===== src/rtl/alu_operand_stage_if.sv =====
// Handshake and operand bus between decode, bypass sources and the ALU operand stage.
// The master drives decode/bypass/ready; the slave (the stage) drives the registered outputs.
interface alu_operand_stage_if #(
  parameter int XLEN = 32
);
  logic            in_valid;
  logic            in_ready;
  logic            flush;
  logic [XLEN-1:0] rs1_data;
  logic [XLEN-1:0] rs2_data;
  logic [4:0]      rs1_addr;
  logic [4:0]      rs2_addr;
  logic [XLEN-1:0] imm;
  logic            use_imm;
  logic [2:0]      uop_in;
  logic            f7_in;
  logic [4:0]      rd_in;
  logic            fwd_ex_valid;
  logic [4:0]      fwd_ex_rd;
  logic [XLEN-1:0] fwd_ex_data;
  logic            fwd_wb_valid;
  logic [4:0]      fwd_wb_rd;
  logic [XLEN-1:0] fwd_wb_data;
  logic            out_valid;
  logic            out_ready;
  logic [XLEN-1:0] op1;
  logic [XLEN-1:0] op2;
  logic [2:0]      uop;
  logic            f7;
  logic [4:0]      rd;

  modport master (
    output in_valid, flush, rs1_data, rs2_data, rs1_addr, rs2_addr, imm, use_imm,
           uop_in, f7_in, rd_in, fwd_ex_valid, fwd_ex_rd, fwd_ex_data,
           fwd_wb_valid, fwd_wb_rd, fwd_wb_data, out_ready,
    input  in_ready, out_valid, op1, op2, uop, f7, rd
  );

  modport slave (
    input  in_valid, flush, rs1_data, rs2_data, rs1_addr, rs2_addr, imm, use_imm,
           uop_in, f7_in, rd_in, fwd_ex_valid, fwd_ex_rd, fwd_ex_data,
           fwd_wb_valid, fwd_wb_rd, fwd_wb_data, out_ready,
    output in_ready, out_valid, op1, op2, uop, f7, rd
  );
endinterface


===== src/rtl/alu_operand_stage.sv =====
// ALU operand stage: bypass selection, immediate muxing and a one-entry
// valid/ready register slice feeding the ALU.
module alu_operand_stage #(
  parameter int XLEN = 32
) (
  input  logic              clk,
  input  logic              rst_n,
  alu_operand_stage_if.slave bus
);

  logic            capture;
  logic [XLEN-1:0] op1_sel;
  logic [XLEN-1:0] op2_sel;
  logic            f7_sel;

  // x0 is hardwired to zero, so a bypass hit on index 0 must never win.
  function automatic logic [XLEN-1:0] bypass(
    input logic [4:0]      addr,
    input logic [XLEN-1:0] rf_data,
    input logic            ex_valid,
    input logic [4:0]      ex_rd,
    input logic [XLEN-1:0] ex_data,
    input logic            wb_valid,
    input logic [4:0]      wb_rd,
    input logic [XLEN-1:0] wb_data
  );
    logic [XLEN-1:0] r;
    r = rf_data;
    if (addr != '0) begin
      if (ex_valid && ex_rd == addr)      r = ex_data;
      else if (wb_valid && wb_rd == addr) r = wb_data;
    end
    return r;
  endfunction

  always_comb begin
    bus.in_ready = rst_n & (~bus.out_valid | bus.out_ready) & ~bus.flush;
    capture      = bus.in_valid & bus.in_ready;
  end

  always_comb begin
    op1_sel = bypass(bus.rs1_addr, bus.rs1_data,
                     bus.fwd_ex_valid, bus.fwd_ex_rd, bus.fwd_ex_data,
                     bus.fwd_wb_valid, bus.fwd_wb_rd, bus.fwd_wb_data);
    op2_sel = bypass(bus.rs2_addr, bus.rs2_data,
                     bus.fwd_ex_valid, bus.fwd_ex_rd, bus.fwd_ex_data,
                     bus.fwd_wb_valid, bus.fwd_wb_rd, bus.fwd_wb_data);
    if (bus.use_imm) op2_sel = bus.imm;
    // ADDI shares funct3 with ADD/SUB but has no funct7; force add.
    f7_sel = (bus.use_imm && bus.uop_in == 3'b000) ? 1'b0 : bus.f7_in;
  end

  always_ff @(posedge clk or negedge rst_n) begin
    if (!rst_n) begin
      bus.out_valid <= 1'b0;
      bus.op1       <= '0;
      bus.op2       <= '0;
      bus.uop       <= '0;
      bus.f7        <= 1'b0;
      bus.rd        <= '0;
    end else begin
      if (bus.flush)         bus.out_valid <= 1'b0;
      else if (capture)      bus.out_valid <= 1'b1;
      else if (bus.out_ready) bus.out_valid <= 1'b0;

      if (capture) begin
        bus.op1 <= op1_sel;
        bus.op2 <= op2_sel;
        bus.uop <= bus.uop_in;
        bus.f7  <= f7_sel;
        bus.rd  <= bus.rd_in;
      end
    end
  end

endmodule


===== src/flat_wrapper.sv =====
// flat-port wrapper written by rule: the top's interface ports become plain ports
module alu_operand_stage_flat 
#(
  parameter int XLEN = 32
)
  (clk, rst_n, bus_in_valid, bus_flush, bus_rs1_data, bus_rs2_data, bus_rs1_addr, bus_rs2_addr, bus_imm, bus_use_imm, bus_uop_in, bus_f7_in, bus_rd_in, bus_fwd_ex_valid, bus_fwd_ex_rd, bus_fwd_ex_data, bus_fwd_wb_valid, bus_fwd_wb_rd, bus_fwd_wb_data, bus_out_ready, bus_in_ready, bus_out_valid, bus_op1, bus_op2, bus_uop, bus_f7, bus_rd);
  alu_operand_stage_if #(.XLEN(XLEN)) bus_i ();
  input  logic clk;
  input  logic rst_n;
  input wire logic [$bits(bus_i.in_valid)-1:0] bus_in_valid;
  input wire logic [$bits(bus_i.flush)-1:0] bus_flush;
  input wire logic [$bits(bus_i.rs1_data)-1:0] bus_rs1_data;
  input wire logic [$bits(bus_i.rs2_data)-1:0] bus_rs2_data;
  input wire logic [$bits(bus_i.rs1_addr)-1:0] bus_rs1_addr;
  input wire logic [$bits(bus_i.rs2_addr)-1:0] bus_rs2_addr;
  input wire logic [$bits(bus_i.imm)-1:0] bus_imm;
  input wire logic [$bits(bus_i.use_imm)-1:0] bus_use_imm;
  input wire logic [$bits(bus_i.uop_in)-1:0] bus_uop_in;
  input wire logic [$bits(bus_i.f7_in)-1:0] bus_f7_in;
  input wire logic [$bits(bus_i.rd_in)-1:0] bus_rd_in;
  input wire logic [$bits(bus_i.fwd_ex_valid)-1:0] bus_fwd_ex_valid;
  input wire logic [$bits(bus_i.fwd_ex_rd)-1:0] bus_fwd_ex_rd;
  input wire logic [$bits(bus_i.fwd_ex_data)-1:0] bus_fwd_ex_data;
  input wire logic [$bits(bus_i.fwd_wb_valid)-1:0] bus_fwd_wb_valid;
  input wire logic [$bits(bus_i.fwd_wb_rd)-1:0] bus_fwd_wb_rd;
  input wire logic [$bits(bus_i.fwd_wb_data)-1:0] bus_fwd_wb_data;
  input wire logic [$bits(bus_i.out_ready)-1:0] bus_out_ready;
  output wire logic [$bits(bus_i.in_ready)-1:0] bus_in_ready;
  output wire logic [$bits(bus_i.out_valid)-1:0] bus_out_valid;
  output wire logic [$bits(bus_i.op1)-1:0] bus_op1;
  output wire logic [$bits(bus_i.op2)-1:0] bus_op2;
  output wire logic [$bits(bus_i.uop)-1:0] bus_uop;
  output wire logic [$bits(bus_i.f7)-1:0] bus_f7;
  output wire logic [$bits(bus_i.rd)-1:0] bus_rd;
  assign bus_i.in_valid = bus_in_valid;
  assign bus_i.flush = bus_flush;
  assign bus_i.rs1_data = bus_rs1_data;
  assign bus_i.rs2_data = bus_rs2_data;
  assign bus_i.rs1_addr = bus_rs1_addr;
  assign bus_i.rs2_addr = bus_rs2_addr;
  assign bus_i.imm = bus_imm;
  assign bus_i.use_imm = bus_use_imm;
  assign bus_i.uop_in = bus_uop_in;
  assign bus_i.f7_in = bus_f7_in;
  assign bus_i.rd_in = bus_rd_in;
  assign bus_i.fwd_ex_valid = bus_fwd_ex_valid;
  assign bus_i.fwd_ex_rd = bus_fwd_ex_rd;
  assign bus_i.fwd_ex_data = bus_fwd_ex_data;
  assign bus_i.fwd_wb_valid = bus_fwd_wb_valid;
  assign bus_i.fwd_wb_rd = bus_fwd_wb_rd;
  assign bus_i.fwd_wb_data = bus_fwd_wb_data;
  assign bus_i.out_ready = bus_out_ready;
  assign bus_in_ready = bus_i.in_ready;
  assign bus_out_valid = bus_i.out_valid;
  assign bus_op1 = bus_i.op1;
  assign bus_op2 = bus_i.op2;
  assign bus_uop = bus_i.uop;
  assign bus_f7 = bus_i.f7;
  assign bus_rd = bus_i.rd;
  alu_operand_stage #(.XLEN(XLEN)) u_core (.clk(clk), .rst_n(rst_n), .bus(bus_i));
endmodule

===== config.mk =====
export PLATFORM = sky130hd
export DESIGN_NAME = alu_operand_stage_flat
export DESIGN_NICKNAME = d
export VERILOG_FILES = /design/src/rtl/alu_operand_stage_if.sv /design/src/rtl/alu_operand_stage.sv /design/src/flat_wrapper.sv
export SDC_FILE = /design/constraint.sdc
export NUM_CORES = 1
export LEC_CHECK = 0
export ABC_AREA = 1
export BUFFER_PORTS_ARGS = -buffer_cell sky130_fd_sc_hd__buf_2
export CAP_MARGIN = 10
export CORE_MARGIN = 3
export CORE_UTILIZATION = 48
export DETAILED_ROUTE_END_ITERATION = 8
export PLACE_DENSITY = 0.87
export SKIP_LAST_GASP = 1
export SYNTH_ARGS = -nofsm -noshare
export SYNTH_HDL_FRONTEND = slang
export SYNTH_SLANG_ARGS = --single-unit
export TNS_END_PERCENT = 50

===== constraint.sdc =====
create_clock -name clk -period 1.5 [get_ports clk]
set_input_delay 0.375 -clock clk [delete_from_list [all_inputs] [get_ports clk]]
set_output_delay 0.375 -clock clk [all_outputs]
set_load 0.01 [all_outputs]

# Yosys cells after proc, flatten, opt, wreduce, memory -nomap -nowiden

Cells that the tools add are included.

Output and inout bits: 75
Register bits: 74
Input bits: 197

Multiplexer cells: 11
Eq/ne operators: 4
Bitwise gates (word level): 6
Reduce and logical (&&, ||, !) cells: 9

Operator list:

| operator            | count |
|---|---|
| $mux W32            | 7 |
| $eq A5 B5 Y1        | 4 |
| $reduce_bool A5 Y1  | 2 |
| $logic_and A1 B1 Y1 | 5 |
| $mux W1             | 4 |
| $and A1 B1 Y1       | 3 |
| $logic_not A3 Y1    | 1 |
| $reduce_bool A3 Y1  | 1 |
| $not A1 Y1          | 2 |
| $or A1 B1 Y1        | 1 |

# Logic depth before layout (Yosys ltp)

Depth after elaboration: 7
Mapped depth: 12
Depth with buffers taken out: 11

# Worst setup path after synthesis

OpenSTA, ideal clock, no wires.

Kind: reg2reg
Start point: register u_core.bus.out_valid
End point: register u_core.bus.op1[20]
Setup slack: -0.045 ns
Data arrival time: 1.427 ns
Cell stages (with the launch flop): 9
Cells stage by stage: dfrtp_1 inv_1 o21ai_0 nor2_1 nand2_1 buf_2 buf_1 nand2_1 nand2_1

Cells in the longest elaborated chain, start to end: 5

RTL lines:

| what                        | RTL line                   | RTL |
|---|---|---|
| start, declared             | alu_operand_stage_if.sv:43 | `output in_ready, out_valid, op1, op2, uop, f7, rd` |
| start signal, assigned      | alu_operand_stage.sv:55    | `bus.out_valid <= 1'b0;` |
| start signal, assigned      | alu_operand_stage.sv:62    | `if (bus.flush) bus.out_valid <= 1'b0;` |
| start signal, assigned      | alu_operand_stage.sv:63    | `else if (capture) bus.out_valid <= 1'b1;` |
| $not A1 Y1                  | alu_operand_stage.sv:37    | `bus.in_ready = rst_n & (~bus.out_valid \| bus.out_ready) & ~bus.flush;` |
| $or A1 B1 Y1                | alu_operand_stage.sv:37    |  |
| $and A1 B1 Y1 (2 in series) | alu_operand_stage.sv:37    |  |
| via bus_in_ready            | flat_wrapper.sv:28         | `output wire logic [$bits(bus_i.in_ready)-1:0] bus_in_ready;` |
| $and A1 B1 Y1               | alu_operand_stage.sv:38    | `capture = bus.in_valid & bus.in_ready;` |
| end signal, assigned        | alu_operand_stage.sv:67    | `bus.op1 <= op1_sel;` |
| end, declared               | alu_operand_stage_if.sv:43 |  |

The timed path passes the listed nets, and every way through them passes these cells.
A chain may end at the register's enable or synchronous reset.

# Worst setup path in the final report

Start point: register u_core.bus.out_valid
End point: register u_core.bus.out_valid

Cells in the longest elaborated chain, start to end: 7

RTL lines:

| what                          | RTL line |
|---|---|
| $not A1 Y1 *                  | alu_operand_stage.sv:37 |
| $or A1 B1 Y1 *                | alu_operand_stage.sv:37 |
| $and A1 B1 Y1 * (2 in series) | alu_operand_stage.sv:37 |
| $and A1 B1 Y1 *               | alu_operand_stage.sv:38 |
| $mux W1                       | alu_operand_stage.sv:63 |
| $mux W1                       | alu_operand_stage.sv:62 |

Mark *: on every way between the ends. The rest lies on a longest branch, timed or not.

==> impl_results.md <==
- Drt drc: 0
- Total Power: 7240 uW
- WL/cell: 15.4 um
- Worst EP required: 1730 ps
- DR iter-0 viols: 916
- Clock sinks: 74
- Flop pwr share: 35.9%
- Sequential fraction of the synthesis area: 32.4%
- Slack of the critical path: -55.6 ps
- Commonest cells after routing, fill and taps aside: nand2_1, buf_2, nor2_1
- Endpoint type of the worst setup path: flip-flop
- RSZ-0062 raised after global routing: yes
- Max Cap Viol: 0
- Layout area overhead: 40.0%
- Failing checks: setup timing
- Hold bufs inserted after CTS: 0
- H-tree depth: 3
- Via density: 5.23
- Leakage: 0.00493 uW
- Clock-pin slew on the worst setup and hold paths: 60 ps
- Core area: 11500 um2
- Post-DP Area: 7410 um2
- Worst Path Arrival: 1780 ps
- Combinational Power Share: 30.5%
- Root buffer cell: clkbuf_16
- Initial antenna violation count: 1
- All-layer global routing usage: 31.3%
- Crit path time final: 1560 ps
- Status: finished with violations
- Die W: 115 um
- Setup CP Type: reg2reg
- R2R depth: 8
- Int Power: 4840 uW
- CTS tree: done
- Seq cells post-synth: 74
- Syn nets: 1203
- IO Port Bufs: 271
- Reg2reg setup slack: -60 ps
- Chip height: 115 um
- Skew-Pair Late Insertion Delay: 340 ps
- CTS buffer count: 9
- Crit-path max FO: 2
- Avg Cell Area, Syn: 5.69 um2
- Gr ovfl total: 0
- Hold depth: 3
- Cell Count Post-Placement: 1397
- Worst-Margin Slew: 510 ps
- Final critical-path share of the clock period: 104%
- Clk network pwr share: 33.6%
- Post-Layout Cell Count: 1428
- Initial DRT Pass Iterations: 6
- Min-Delay Startpoint: bus_rd_in[4]
- Initial Utilization: 49.7%
- Top-level I/O count: 272
- Netlist cell types: 22
- Slew HR: 66.0%
- Cell Area, Synth: 5720 um2
- Antenna-violating nets left: 0
- Fin. max-slew vios: 0
- Fraction of layout cells with a size suffix above 1: 29.5%
- DIE AREA: 13300 um2
- Max IR drop VDD: 0.000631 V
- Final setup viols: 33
- Vias in the first global route: 6723
- Largest net degree at the start of global routing: 41
- Bufs on Longest Clock Path: 2
- Nets: 1475
- Hold path endpoint: u_core.bus.rd[4]
- CP Launch Type: flip-flop
- PwrDens: 903 nW/um2
- Maximum clock frequency: 643 MHz
- Global-route wire length before repair: 33100 um
- Post-Syn Instances: 1006
- Worst min path class: in2reg
- Sw Ratio: 33.2%
- Via count: 7474
- Ys Warns: 0
- Row count: 39
- Worst R2R End: u_core.bus.out_valid
- Placer Congestion: 1.04
- Fin area: 8010 um2
- Skew final: 7.63 ps
- Final WL: 22000 um
- P_sw: 2400 uW
- RR Startpoint: u_core.bus.out_valid
- Final hold vios: 0
- Leading cell type in the layout, fill and taps excluded: nand2_1
- DP HPWL: 16200 um
-- registers in the layout (all words and copies together), names as in the netlist --
| name | flops |
|---|---|
| u_core.bus.op1 | 32 |
| u_core.bus.op2 | 32 |
| u_core.bus.rd | 5 |
| u_core.bus.uop | 3 |
| u_core.bus.f7 | 1 |
| u_core.bus.out_valid | 1 |
-- per-stage QoR --
stage	worst slack [ps]	hold WS (ps)	setup TNS, ps	util (%)
6_report	-55.6	226	-611	69.5
5_1_grt	-147	241	-4920	69.5
4_1_cts	7.09	209	0	67.7
3_5_place_dp	-181	460	-9300	64.3
3_3_place_gp	-168	458	-8470	64.3
2_1_floorplan	-10.6	79.4	-106	-
-- critical path, cell delays in order, from the launching register on --
cell	delay (ps)
dfrtp_1	380
inv_2	60
buf_4	130
buf_4	120
buf_4	120
buf_4	120
buf_4	120
buf_4	120
o31ai_1	280
-- cells in the mapped netlist, drive strengths merged --
cell,instances,area share (%)
nor3,1,0.28
inv,89,5.8
buf,32,3.1
nand4,32,3.5
clkbuf,29,1.9
dfrtp,74,32
nand2,457,30
o31ai,1,0.13
nor4,1,0.11
nand3,103,9.2
o41ai,1,0.15
a21oi,34,3.0
nor2,143,9.7
o21ai,9,0.79
-- worst max path at each step --
stage / to / from / cells past startpoint / slack, ps
2_1_floorplan: u_core.bus.op1[0] / u_core.bus.out_valid / 8 / -10
3_3_place_gp: u_core.bus.op1[11] / bus_rs1_addr[0] / 10 / -170
3_5_place_dp: u_core.bus.op2[20] / bus_rs2_addr[3] / 13 / -180
4_1_cts: bus_in_ready / u_core.bus.out_valid / 4 / 7
5_1_grt: u_core.bus.op1[26] / u_core.bus.out_valid / 9 / -150
6_report: u_core.bus.out_valid / u_core.bus.out_valid / 8 / -60
-- cells by family after synthesis --
family | share of synthesized area, %
AOI/OAI and AO/OA | 4.05
buffers and inverters | 10.8
DFF | 32.4
and+or+nand+nor | 52.8
-- layer usage --
metal	GRT usage [%]	vias to the layer above	routed length [um]
met5	0	-	0
met4	12.7	0	958
met3	5.89	83	2070
met2	50.5	455	10300
met1	41.4	3279	8650
li1	-	3657	-
-- power by group through the flow --
stage / logic, uW / registers (uW) / clock network, uW
3_3_place_gp: 2080 / 2610 / 0
2_1_floorplan: 875 / 2790 / 0
4_1_cts: 2150 / 2590 / 2440
6_report: 2210 / 2600 / 2430
3_5_place_dp: 2120 / 2610 / 0
5_1_grt: 2450 / 2630 / 2530
-- what timing repair did --
action	4_1_cts	5_1_grt
setup endpoints to repair	1	61
buffers inserted	8	2
pin swaps	1	27
resized for setup	1	27
gates cloned	0	3
-- area by class of cell --
cell class                      count  area, um2
Fill cell                        1017       3510
Timing Repair Buffer              322       1920
Clock buffer                       12        256
Tap cell                          143        179
Multi-Input combinational cell    782       3390
Clock inverter                      4       73.8
Inverter                           89        338
Sequential cell                    74       1850
Antenna cell                        2       5.00
(Power assumes the default switching activity.)
